## config.mk

```make
export PLATFORM = sky130hd
export DESIGN_NAME = param_stream_loader_flat
export DESIGN_NICKNAME = d
export VERILOG_FILES = /design/src/rtl/param_stream_loader_if.sv /design/src/rtl/param_stream_loader.sv /design/src/flat_wrapper.sv
export SDC_FILE = /design/constraint.sdc
export NUM_CORES = 1
export LEC_CHECK = 0
export BUFFER_PORTS_ARGS = -buffer_cell sky130_fd_sc_hd__buf_2
export CAP_MARGIN = 20
export CORE_ASPECT_RATIO = 0.75
export CORE_MARGIN = 2
export CORE_UTILIZATION = 55
export CTS_CLUSTER_DIAMETER = 50
export DETAILED_ROUTE_END_ITERATION = 10
export PLACE_DENSITY = 0.8
export SLEW_MARGIN = 20
export SYNTH_ARGS = -nofsm -noshare
export SYNTH_HDL_FRONTEND = slang
export SYNTH_SLANG_ARGS = --single-unit
export TNS_END_PERCENT = 10
```

## constraint.sdc

```tcl
create_clock -name clk -period 2.5 [get_ports clk]
set_input_delay 0.125 -clock clk [delete_from_list [all_inputs] [get_ports clk]]
set_output_delay 0.125 -clock clk [all_outputs]
set_load 0.02 [all_outputs]
```

## src/rtl/param_stream_loader_if.sv

```systemverilog
// param_stream_loader_if
//   Groups the descriptor handshake, the external parameter-memory read port
//   and the shared CiM bus drive signals of param_stream_loader.
//
//   Handshake semantics (descriptor channel): a descriptor transfers on a
//   rising clock edge where seg_valid and seg_ready are both high. The source
//   holds seg_valid and every seg_* field stable until that edge. seg_ready
//   does not depend on seg_valid. Every other channel here is a plain strobe:
//   ext_mem_rd and bus_drive are single-cycle requests with no back-pressure.
//   ext_mem_data_valid qualifies ext_mem_data for one cycle.
//
//   Modports:
//     master : the loader (drives seg_ready/seg_done, memory read, bus outputs)
//     slave  : the environment (master FSM, external memory, CiM bus)
//
//   Optional: with PARAM_STREAM_CHECKSUM_EN defined, seg_checksum is added.
interface param_stream_loader_if #(
  parameter int NUM_CIMS     = 64,
  parameter int N_STORAGE    = 16,
  parameter int WORDS_PER_OP = 3,
  parameter int ADDR_W       = 15,
  parameter int LEN_W        = 8,
  parameter int BUS_OP_WIDTH = 4
);
  localparam int CW = $clog2(NUM_CIMS);

  logic                              seg_valid;
  logic                              seg_ready;
  logic [ADDR_W-1:0]                 seg_base_addr;
  logic [LEN_W-1:0]                  seg_len;
  logic [CW:0]                       seg_num_cims;
  logic [LEN_W-1:0]                  seg_cim_addr;
  logic                              seg_done;
  logic                              ext_mem_rd;
  logic [ADDR_W-1:0]                 ext_mem_addr;
  logic                              ext_mem_data_valid;
  logic [N_STORAGE-1:0]              ext_mem_data;
  logic                              bus_ready;
  logic                              bus_drive;
  logic [BUS_OP_WIDTH-1:0]           bus_op_write;
  logic [WORDS_PER_OP*N_STORAGE-1:0] bus_data_write;
  logic [CW-1:0]                     bus_target_write;
`ifdef PARAM_STREAM_CHECKSUM_EN
  logic [N_STORAGE+LEN_W+CW-1:0]     seg_checksum;

  modport master (
    input  seg_valid, seg_base_addr, seg_len, seg_num_cims, seg_cim_addr,
    input  ext_mem_data_valid, ext_mem_data, bus_ready,
    output seg_ready, seg_done, ext_mem_rd, ext_mem_addr,
    output bus_drive, bus_op_write, bus_data_write, bus_target_write,
    output seg_checksum
  );
  modport slave (
    output seg_valid, seg_base_addr, seg_len, seg_num_cims, seg_cim_addr,
    output ext_mem_data_valid, ext_mem_data, bus_ready,
    input  seg_ready, seg_done, ext_mem_rd, ext_mem_addr,
    input  bus_drive, bus_op_write, bus_data_write, bus_target_write,
    input  seg_checksum
  );
`else
  modport master (
    input  seg_valid, seg_base_addr, seg_len, seg_num_cims, seg_cim_addr,
    input  ext_mem_data_valid, ext_mem_data, bus_ready,
    output seg_ready, seg_done, ext_mem_rd, ext_mem_addr,
    output bus_drive, bus_op_write, bus_data_write, bus_target_write
  );
  modport slave (
    output seg_valid, seg_base_addr, seg_len, seg_num_cims, seg_cim_addr,
    output ext_mem_data_valid, ext_mem_data, bus_ready,
    input  seg_ready, seg_done, ext_mem_rd, ext_mem_addr,
    input  bus_drive, bus_op_write, bus_data_write, bus_target_write
  );
`endif
endinterface

```

## src/rtl/param_stream_loader.sv

```systemverilog
// param_stream_loader
//   Accepts one segment descriptor at a time, reads seg_len parameter words
//   per CiM from external memory (one read outstanding), packs WORDS_PER_OP
//   words per bus op and streams them to CiMs 0 .. seg_num_cims-1. Each CiM
//   gets a DATA_STREAM_START op (data[0]=cim_addr, data[1]=len) followed by
//   DATA_STREAM ops; the last pack of a CiM is zero-padded.
//
//   Ports:
//     clk, rst   : clock, synchronous active-high reset
//     io         : param_stream_loader_if.master (descriptor, memory, bus)
//     dbg_state  : current FSM state (IDLE=0 START=1 FETCH=2 WAIT=3 SEND=4
//                  NEXT_CIM=5 DONE=6)
//
//   Optional feature macro: PARAM_STREAM_CHECKSUM_EN adds io.seg_checksum,
//   the signed sum of every word accepted in the current segment.
module param_stream_loader #(
  parameter int NUM_CIMS     = 64,
  parameter int N_STORAGE    = 16,
  parameter int WORDS_PER_OP = 3,
  parameter int ADDR_W       = 15,
  parameter int LEN_W        = 8,
  parameter int BUS_OP_WIDTH = 4,
  parameter logic [BUS_OP_WIDTH-1:0] NOP_OP               = '0,
  parameter logic [BUS_OP_WIDTH-1:0] DATA_STREAM_START_OP = BUS_OP_WIDTH'(5),
  parameter logic [BUS_OP_WIDTH-1:0] DATA_STREAM_OP       = BUS_OP_WIDTH'(6)
) (
  input  logic                   clk,
  input  logic                   rst,
  param_stream_loader_if.master  io,
  output logic [2:0]             dbg_state
);
  localparam int CW  = $clog2(NUM_CIMS);
  localparam int WIW = $clog2(WORDS_PER_OP);
  localparam int PW  = WORDS_PER_OP * N_STORAGE;
  localparam logic [CW:0] MAX_CIMS = (CW+1)'(NUM_CIMS);

  typedef enum logic [2:0] {
    S_IDLE, S_START, S_FETCH, S_WAIT, S_SEND, S_NEXT_CIM, S_DONE
  } state_t;

  state_t               state_q, state_d;
  logic [LEN_W-1:0]     len_q, len_d;
  logic [CW:0]          num_q, num_d;
  logic [LEN_W-1:0]     cim_addr_q, cim_addr_d;
  logic [CW-1:0]        cim_idx_q, cim_idx_d;
  logic [ADDR_W-1:0]    addr_q, addr_d;
  logic [LEN_W-1:0]     elem_cnt_q, elem_cnt_d;
  logic [WIW-1:0]       word_idx_q, word_idx_d;
  logic [N_STORAGE-1:0] pack_q [WORDS_PER_OP];
  logic [N_STORAGE-1:0] pack_d [WORDS_PER_OP];
  logic [PW-1:0]        data_hold_q, data_hold_d;
  logic [CW-1:0]        target_hold_q, target_hold_d;
  logic [PW-1:0]        payload;
  logic                 accept, drive, pack_full, cim_last_elem;
  logic [LEN_W-1:0]     elem_next;

  assign accept        = (state_q == S_IDLE) && io.seg_valid;
  // bus_ready is used combinationally so an op goes out in the same cycle
  // the bus becomes free.
  assign drive         = ((state_q == S_START) || (state_q == S_SEND)) && io.bus_ready;
  assign elem_next     = elem_cnt_q + LEN_W'(1);
  assign pack_full     = (word_idx_q == WIW'(WORDS_PER_OP - 1));
  assign cim_last_elem = (elem_next == len_q);

  // State register
  always_ff @(posedge clk) begin
    if (rst) state_q <= S_IDLE;
    else     state_q <= state_d;
  end

  // Next-state logic
  always_comb begin
    state_d = state_q;
    case (state_q)
      S_IDLE: if (io.seg_valid) begin
        if ((io.seg_len == '0) || (io.seg_num_cims == '0)) state_d = S_DONE;
        else                                                state_d = S_START;
      end
      S_START: if (io.bus_ready) state_d = S_FETCH;
      S_FETCH: state_d = S_WAIT;
      S_WAIT: if (io.ext_mem_data_valid) begin
        if (pack_full || cim_last_elem) state_d = S_SEND;
        else                            state_d = S_FETCH;
      end
      S_SEND: if (io.bus_ready) begin
        if (elem_cnt_q == len_q) state_d = S_NEXT_CIM;
        else                     state_d = S_FETCH;
      end
      S_NEXT_CIM: begin
        if (({1'b0, cim_idx_q} + (CW+1)'(1)) == num_q) state_d = S_DONE;
        else                                            state_d = S_START;
      end
      S_DONE:  state_d = S_IDLE;
      default: state_d = S_IDLE;
    endcase
  end

  // Datapath next values
  always_comb begin
    len_d         = len_q;
    num_d         = num_q;
    cim_addr_d    = cim_addr_q;
    cim_idx_d     = cim_idx_q;
    addr_d        = addr_q;
    elem_cnt_d    = elem_cnt_q;
    word_idx_d    = word_idx_q;
    pack_d        = pack_q;
    data_hold_d   = data_hold_q;
    target_hold_d = target_hold_q;

    if (accept) begin
      len_d      = io.seg_len;
      num_d      = (io.seg_num_cims > MAX_CIMS) ? MAX_CIMS : io.seg_num_cims;
      cim_addr_d = io.seg_cim_addr;
      cim_idx_d  = '0;
      addr_d     = io.seg_base_addr;
      elem_cnt_d = '0;
      word_idx_d = '0;
    end
    if ((state_q == S_START) && io.bus_ready) begin
      elem_cnt_d = '0;
      word_idx_d = '0;
    end
    if ((state_q == S_WAIT) && io.ext_mem_data_valid) begin
      pack_d[word_idx_q] = io.ext_mem_data;
      addr_d             = addr_q + ADDR_W'(1);
      elem_cnt_d         = elem_next;
      if (!(pack_full || cim_last_elem)) word_idx_d = word_idx_q + WIW'(1);
    end
    if ((state_q == S_SEND) && io.bus_ready) begin
      // Cleared after every send so a short final pack carries zeros.
      for (int i = 0; i < WORDS_PER_OP; i++) pack_d[i] = '0;
      word_idx_d = '0;
    end
    if (state_q == S_NEXT_CIM) cim_idx_d = cim_idx_q + CW'(1);
    if (drive) begin
      data_hold_d   = payload;
      target_hold_d = cim_idx_q;
    end
  end

  always_comb begin
    payload = '0;
    if (state_q == S_START) begin
      payload[0 +: N_STORAGE]         = N_STORAGE'(cim_addr_q);
      payload[N_STORAGE +: N_STORAGE] = N_STORAGE'(len_q);
    end else begin
      for (int i = 0; i < WORDS_PER_OP; i++) payload[i*N_STORAGE +: N_STORAGE] = pack_q[i];
    end
  end

  always_ff @(posedge clk) begin
    if (rst) begin
      len_q         <= '0;
      num_q         <= '0;
      cim_addr_q    <= '0;
      cim_idx_q     <= '0;
      addr_q        <= '0;
      elem_cnt_q    <= '0;
      word_idx_q    <= '0;
      data_hold_q   <= '0;
      target_hold_q <= '0;
      for (int i = 0; i < WORDS_PER_OP; i++) pack_q[i] <= '0;
    end else begin
      len_q         <= len_d;
      num_q         <= num_d;
      cim_addr_q    <= cim_addr_d;
      cim_idx_q     <= cim_idx_d;
      addr_q        <= addr_d;
      elem_cnt_q    <= elem_cnt_d;
      word_idx_q    <= word_idx_d;
      data_hold_q   <= data_hold_d;
      target_hold_q <= target_hold_d;
      pack_q        <= pack_d;
    end
  end

  // Output logic; payload/target are shown live while driving and held after.
  always_comb begin
    io.seg_ready        = (state_q == S_IDLE);
    io.seg_done         = (state_q == S_DONE);
    io.ext_mem_rd       = (state_q == S_FETCH);
    io.ext_mem_addr     = addr_q;
    io.bus_drive        = drive;
    io.bus_op_write     = NOP_OP;
    if (drive) io.bus_op_write = (state_q == S_START) ? DATA_STREAM_START_OP : DATA_STREAM_OP;
    io.bus_data_write   = drive ? payload : data_hold_q;
    io.bus_target_write = drive ? cim_idx_q : target_hold_q;
    dbg_state           = state_q;
  end

`ifdef PARAM_STREAM_CHECKSUM_EN
  localparam int CSW = N_STORAGE + LEN_W + CW;
  logic [CSW-1:0] checksum_q, checksum_d;

  always_comb begin
    checksum_d = checksum_q;
    if (accept) checksum_d = '0;
    else if ((state_q == S_WAIT) && io.ext_mem_data_valid)
      checksum_d = checksum_q + {{(CSW-N_STORAGE){io.ext_mem_data[N_STORAGE-1]}}, io.ext_mem_data};
  end

  always_ff @(posedge clk) begin
    if (rst) checksum_q <= '0;
    else     checksum_q <= checksum_d;
  end

  assign io.seg_checksum = checksum_q;
`endif
endmodule

```

## src/flat_wrapper.sv

```systemverilog
// flat-port wrapper written by rule: the top's interface ports become plain ports
module param_stream_loader_flat 
#(
  parameter int NUM_CIMS     = 64,
  parameter int N_STORAGE    = 16,
  parameter int WORDS_PER_OP = 3,
  parameter int ADDR_W       = 15,
  parameter int LEN_W        = 8,
  parameter int BUS_OP_WIDTH = 4,
  parameter logic [BUS_OP_WIDTH-1:0] NOP_OP               = '0,
  parameter logic [BUS_OP_WIDTH-1:0] DATA_STREAM_START_OP = BUS_OP_WIDTH'(5),
  parameter logic [BUS_OP_WIDTH-1:0] DATA_STREAM_OP       = BUS_OP_WIDTH'(6)
)
  (clk, rst, dbg_state, io_seg_valid, io_seg_base_addr, io_seg_len, io_seg_num_cims, io_seg_cim_addr, io_ext_mem_data_valid, io_ext_mem_data, io_bus_ready, io_seg_ready, io_seg_done, io_ext_mem_rd, io_ext_mem_addr, io_bus_drive, io_bus_op_write, io_bus_data_write, io_bus_target_write);
  param_stream_loader_if #(.NUM_CIMS(NUM_CIMS), .N_STORAGE(N_STORAGE), .WORDS_PER_OP(WORDS_PER_OP), .ADDR_W(ADDR_W), .LEN_W(LEN_W), .BUS_OP_WIDTH(BUS_OP_WIDTH)) io_i ();
  input  logic clk;
  input  logic rst;
  output logic [2:0] dbg_state;
  input wire logic [$bits(io_i.seg_valid)-1:0] io_seg_valid;
  input wire logic [$bits(io_i.seg_base_addr)-1:0] io_seg_base_addr;
  input wire logic [$bits(io_i.seg_len)-1:0] io_seg_len;
  input wire logic [$bits(io_i.seg_num_cims)-1:0] io_seg_num_cims;
  input wire logic [$bits(io_i.seg_cim_addr)-1:0] io_seg_cim_addr;
  input wire logic [$bits(io_i.ext_mem_data_valid)-1:0] io_ext_mem_data_valid;
  input wire logic [$bits(io_i.ext_mem_data)-1:0] io_ext_mem_data;
  input wire logic [$bits(io_i.bus_ready)-1:0] io_bus_ready;
  output wire logic [$bits(io_i.seg_ready)-1:0] io_seg_ready;
  output wire logic [$bits(io_i.seg_done)-1:0] io_seg_done;
  output wire logic [$bits(io_i.ext_mem_rd)-1:0] io_ext_mem_rd;
  output wire logic [$bits(io_i.ext_mem_addr)-1:0] io_ext_mem_addr;
  output wire logic [$bits(io_i.bus_drive)-1:0] io_bus_drive;
  output wire logic [$bits(io_i.bus_op_write)-1:0] io_bus_op_write;
  output wire logic [$bits(io_i.bus_data_write)-1:0] io_bus_data_write;
  output wire logic [$bits(io_i.bus_target_write)-1:0] io_bus_target_write;
  assign io_i.seg_valid = io_seg_valid;
  assign io_i.seg_base_addr = io_seg_base_addr;
  assign io_i.seg_len = io_seg_len;
  assign io_i.seg_num_cims = io_seg_num_cims;
  assign io_i.seg_cim_addr = io_seg_cim_addr;
  assign io_i.ext_mem_data_valid = io_ext_mem_data_valid;
  assign io_i.ext_mem_data = io_ext_mem_data;
  assign io_i.bus_ready = io_bus_ready;
  assign io_seg_ready = io_i.seg_ready;
  assign io_seg_done = io_i.seg_done;
  assign io_ext_mem_rd = io_i.ext_mem_rd;
  assign io_ext_mem_addr = io_i.ext_mem_addr;
  assign io_bus_drive = io_i.bus_drive;
  assign io_bus_op_write = io_i.bus_op_write;
  assign io_bus_data_write = io_i.bus_data_write;
  assign io_bus_target_write = io_i.bus_target_write;
  param_stream_loader #(.NUM_CIMS(NUM_CIMS), .N_STORAGE(N_STORAGE), .WORDS_PER_OP(WORDS_PER_OP), .ADDR_W(ADDR_W), .LEN_W(LEN_W), .BUS_OP_WIDTH(BUS_OP_WIDTH), .NOP_OP(NOP_OP), .DATA_STREAM_START_OP(DATA_STREAM_START_OP), .DATA_STREAM_OP(DATA_STREAM_OP)) u_core (.clk(clk), .rst(rst), .io(io_i), .dbg_state(dbg_state));
endmodule
```

# == Word-level counts from Yosys, hierarchy flattened ==
# Cells that the tools add are included.
# W data, S select, Z words.
# totals
register_bits,159
word_cells,83
# op_classes
magnitude_cmp,3
add_sub_neg,5
mux,30
n_eq_ne,14
n_bitwise,1
reduce_logical,17
# op_table
cell,count
$bwmux W48,1
$mux W48,1
$demux W16 S2,1
$mux W16,2
$mux W32,1
$mux W15,2
$mux W3,8
$mux W8,3
$mux W6,3
$pmux W3 S6,1
$eq A8 B8 Y1,2
$add A15 B1 Y15 const B,1
$mux W2,5
$eq A3 B3 Y1 const B,3
$add A8 B1 Y8 const B,1
$logic_not A8 Y1,1
$ne A2 B2 Y1 const B,4
$add A6 B1 Y7 const B,1
$eq A7 B7 Y1,1
$gt A7 B7 Y1 const B,1
$logic_not A7 Y1,1
$mux W7,1
$add A6 B1 Y6 const B,1
$eq A3 B2 Y1 const B,2
other kinds (14),22

# == Longest topological paths before layout ==
# logic_depth
word_depth,6
ltp_mapped,9
depth_no_buf,7

# == Worst setup path after synthesis ==
# No wires, ideal clock.
# synth_timing
kind,register -> register
startpoint,"register u_core.state_q[1], in the netlist u_core.dbg_state[1]"
endpoint,"register u_core.addr_q[2], in the netlist u_core.io.ext_mem_addr[2]"
n_path_buf,1
path_stages_with_launch,7
slack_ps,555
arrival_time_ps,1831
required_time_ps,2386
cell_sequence,dfxtp_1 -> buf_2 -> nor3_2 -> nand2_1 -> nand2_1 -> o21ai_0 -> a2111oi_0
# synth_via
elab_chain_len,3
# synth_lines
item,line_no,source
"start, declared",param_stream_loader.sv:41,"state_t state_q, state_d;"
"start signal, assigned",param_stream_loader.sv:68,else state_q <= state_d;
$logic_not A3 Y1,--,
named net io_seg_ready,flat_wrapper.sv:27,output wire logic [$bits(io_i.seg_ready)-1:0] io_seg_ready;
$logic_and A1 B1 Y1,param_stream_loader.sv:57,assign accept = (state_q == S_IDLE) && io.seg_valid;
$reduce_bool A2 Y1 (no source line),--,
"end signal, assigned",param_stream_loader.sv:169,addr_q <= addr_d;
"end, declared",param_stream_loader.sv:46,"logic [ADDR_W-1:0] addr_q, addr_d;"
# The timed path passes the listed nets, and every way through them passes these cells.
# A chain may end at the register's enable or synchronous reset.

# == Worst setup path after layout ==
# layout_timing
startpoint,"register u_core.state_q[2], in the netlist u_core.dbg_state[2]"
endpoint,output port io_bus_data_write[15]
# layout_via
elab_chain_len,4
# layout_lines
item,line_no,source
$eq A3 B1 Y1 / $eq A3 B3 Y1 (equally long branches),"param_stream_loader.sv:60, param_stream_loader.sv:144",
$logic_or A1 B1 Y1,param_stream_loader.sv:60,assign drive = ((state_q == S_START) || (state_q == S_SEND)) && io.bus_ready;
$logic_and A1 B1 Y1,param_stream_loader.sv:60,
$mux W48 (*),param_stream_loader.sv:187,io.bus_data_write = drive ? payload : data_hold_q;
"end, declared",flat_wrapper.sv:33,output wire logic [$bits(io_i.bus_data_write)-1:0] io_bus_data_write;
# Every way passes the cells marked *; elsewhere a longest branch is shown, timed or not.

==> metrics.txt <==
HP Class input pin to flip-flop; ratio of cells with drive above 1 in the final layout 0.189; Synth area leaders dfxtp_1 (45%), nand2_1 (13%), a21oi_1 (6.8%); DRC viols 0; Seq/Total Area, Yosys 0.452; Die Y 102 µm; chip width 135 µm; first-pass GRT wire length 32.4 mm; Initial Utilization 0.568; GRT overflow 0; total number of vias 7,067; crit share post-route 0.948; crit path launch type flip-flop; Final Max Slew Viols 0; initial antenna violation count 0; Final Wtd Congestion 0.889; Slew HR 0.379; Min Hold Slack 0.0162 ns; top-area cell type share of the netlist area 0.452; EDFF count, synth 0; async set-reset flop share out of synthesis 0; CORE AREA around 0.012 mm²; num ports 139; Final min period 2.37 ns; CTS Buf Count 17; maximum VDD drop 0.000519 V; clk buf depth 2; path type of the worst setup path flip-flop to output port; slew at the pin with the worst max-slew slack between 0.9 and 1 ns; PwrDens 687 mW/mm²; die footprint 0.0137 mm²; vias in the first global route 6,517; Mapped Cells 880; final setup TNS 0 ns; Rows 35; Yosys top cell by area dfxtp_1; 1st-pass router iterations 6; Crit path arrival time 2.25 ns; Post-CTS Setup Inserts 0; WL per Instance about 17 µm; TritonCTS clock tree yes; Syn. warnings 0; most frequent cells in the layout nand2_1 (238), dfxtp_1 (158), buf_2 (136); Vias per Instance just under 6; ant diodes 0; CTS sink count 159; syn_area_per_cell 8.00 µm²; Cell Area, Synth 0.00704 mm²; DRT iter0 DRCs 798; nets 1,104; status finished, final reports clean; unrepaired setup endpoints after global routing no; Synth cell types 65; critical path data required time 2.38 ns; max-cap viol count 0; final clock skew 0.00803 ns; # setup viols final 0; fillers 956; Leak 3.72 nW; worst skew pair latency 0.42 ns; Max Fanout on Critical Path 43; Routed WL 20.5 mm; Syn Nets 945; CTS clk-pin slew, worst paths ~0.060 ns; hpwl dp ~13 mm; Peak Freq 422 MHz; Hold Vio Cnt, Final 0; PortBufs between 100 and 150; most common cell after layout, fill and taps aside nand2_1; #FFs+latches synth roughly 160; Layout area overhead 26.3%; worst reg2reg setup slack 0.36 ns; Main synth FF type dfxtp_1; Tot GR Track Use 0.295; CP Capture Type output port; largest net degree at the start of global routing 110; Final ANT Viol Nets 0; number of H-tree levels 4; CTS root buffer clkbuf_16
[power by group]
group          switching [mW]  internal (mW)  total, mW
Clock                    1.07           1.74       2.81
Sequential             0.0715           2.60       2.67
Combinational           0.391          0.244      0.635
[through the flow]
step	utilization	setup WS, ns	std cells	power, mW	cell area (µm²)
finish	0.717	0.129	1218	6.11	8890
detailed placement	0.629	0.439	1141	3.28	7790
floorplan	-	0.555	880	3.06	7040
global route	0.717	0.0277	1218	6.29	8890
CTS	0.717	0.158	1218	6.09	8880
global placement	0.629	0.493	1141	3.27	7790
[critical path, cell delays in order (launching register included)]
cell and delay, ns:
dfxtp_1 0.45, buf_4 0.25, xor2_1 0.18, nand2_2 0.22
buf_12 0.26, a22o_1 0.29, buf_2 0.17
[worst paths after layout]
check | startpoint | to | cells after the start
max | u_core.dbg_state[2]$_SDFFE_PP0P_ | io_bus_data_write[15] | 6
min | io_seg_base_addr[11] | u_core.io.ext_mem_addr[11]$_SDFFE_PP0P_ | 3
max reg2reg | u_core.dbg_state[1]$_SDFFE_PP0P_ | u_core.pack_q[29]$_SDFFE_PP0P_ | 5
min reg2reg | u_core.pack_q[1]$_SDFFE_PP0P_ | u_core.pack_q[1]$_SDFFE_PP0P_ | 2
[flip-flops by register name (all words and copies together) (netlist names), 7 cells and up]
register / flops
u_core.data_hold_q: 48
u_core.pack_q: 48
u_core.io.ext_mem_addr: 15
u_core.cim_addr_q: 8
u_core.elem_cnt_q: 8
u_core.len_q: 8
u_core.num_q: 7
[repair_timing]
item / in CTS / in global routing
setup endpoints to repair: 0 / 4
resized for setup: 0 / 2
hold buffers: 45 / 0
hold endpoints to repair: 62 / 0
[kinds of logic after synthesis]
group	Yosys count	synth area share
AO/OA/AOI/OAI	198	0.179
XOR/XNOR	21	0.0261
adder cells (fa/ha/maj)	6	0.0107
buffers and inverters	66	0.0459
flip-flops	159	0.452
multiplexers	5	0.00729
other	1	0.000533
AND/OR/NAND/NOR	424	0.278
[routing by layer]
layer	GRT usage	vias to the layer above	part of all wire
li1	-	3352	-
met1	0.395	3288	0.44
met2	0.460	364	0.45
met3	0.0714	63	0.089
met4	0.130	0	0.028
met5	0	-	0
[Yosys cell counts, types with 2 or more instances]
master,number
nand3b_1,8
nor4_1,8
nor3_1,10
and3_1,10
xnor2_1,11
nor2b_1,40
a311oi_1,3
buf_1,7
or4_1,2
buf_4,3
a31oi_1,19
dfxtp_1,159
o41ai_1,2
inv_1,7
nand3_1,31
clkbuf_8,3
or2_2,2
nor3b_1,3
a211oi_1,2
a22o_1,32
nor3_2,2
buf_6,3
o21ai_0,19
nand2_1,239
and2_1,6
o2111ai_1,2
mux2i_1,4
xor2_1,10
nor2_1,45
buf_2,8
and4_1,4
a21oi_1,95
nand2b_1,5
clkbuf_1,34
ha_1,6
a221oi_1,2
a41oi_1,2
nand4_1,2
a2111oi_0,2
a22oi_1,3
[final cells by class]
| type | count | area [µm²] | area share |
|---|---|---|---|
| multi-input cells | 655 | 3530 | 0.398 |
| well taps | 166 | 208 | 0.0234 |
| clock buffers | 21 | 460 | 0.0518 |
| inverters | 7 | 26.3 | 0.00296 |
| repair buffers | 199 | 1290 | 0.146 |
| clock inverters | 11 | 178 | 0.0200 |
| flip-flops and latches | 159 | 3180 | 0.358 |
Note: power is estimated with default switching activity, not from simulation.
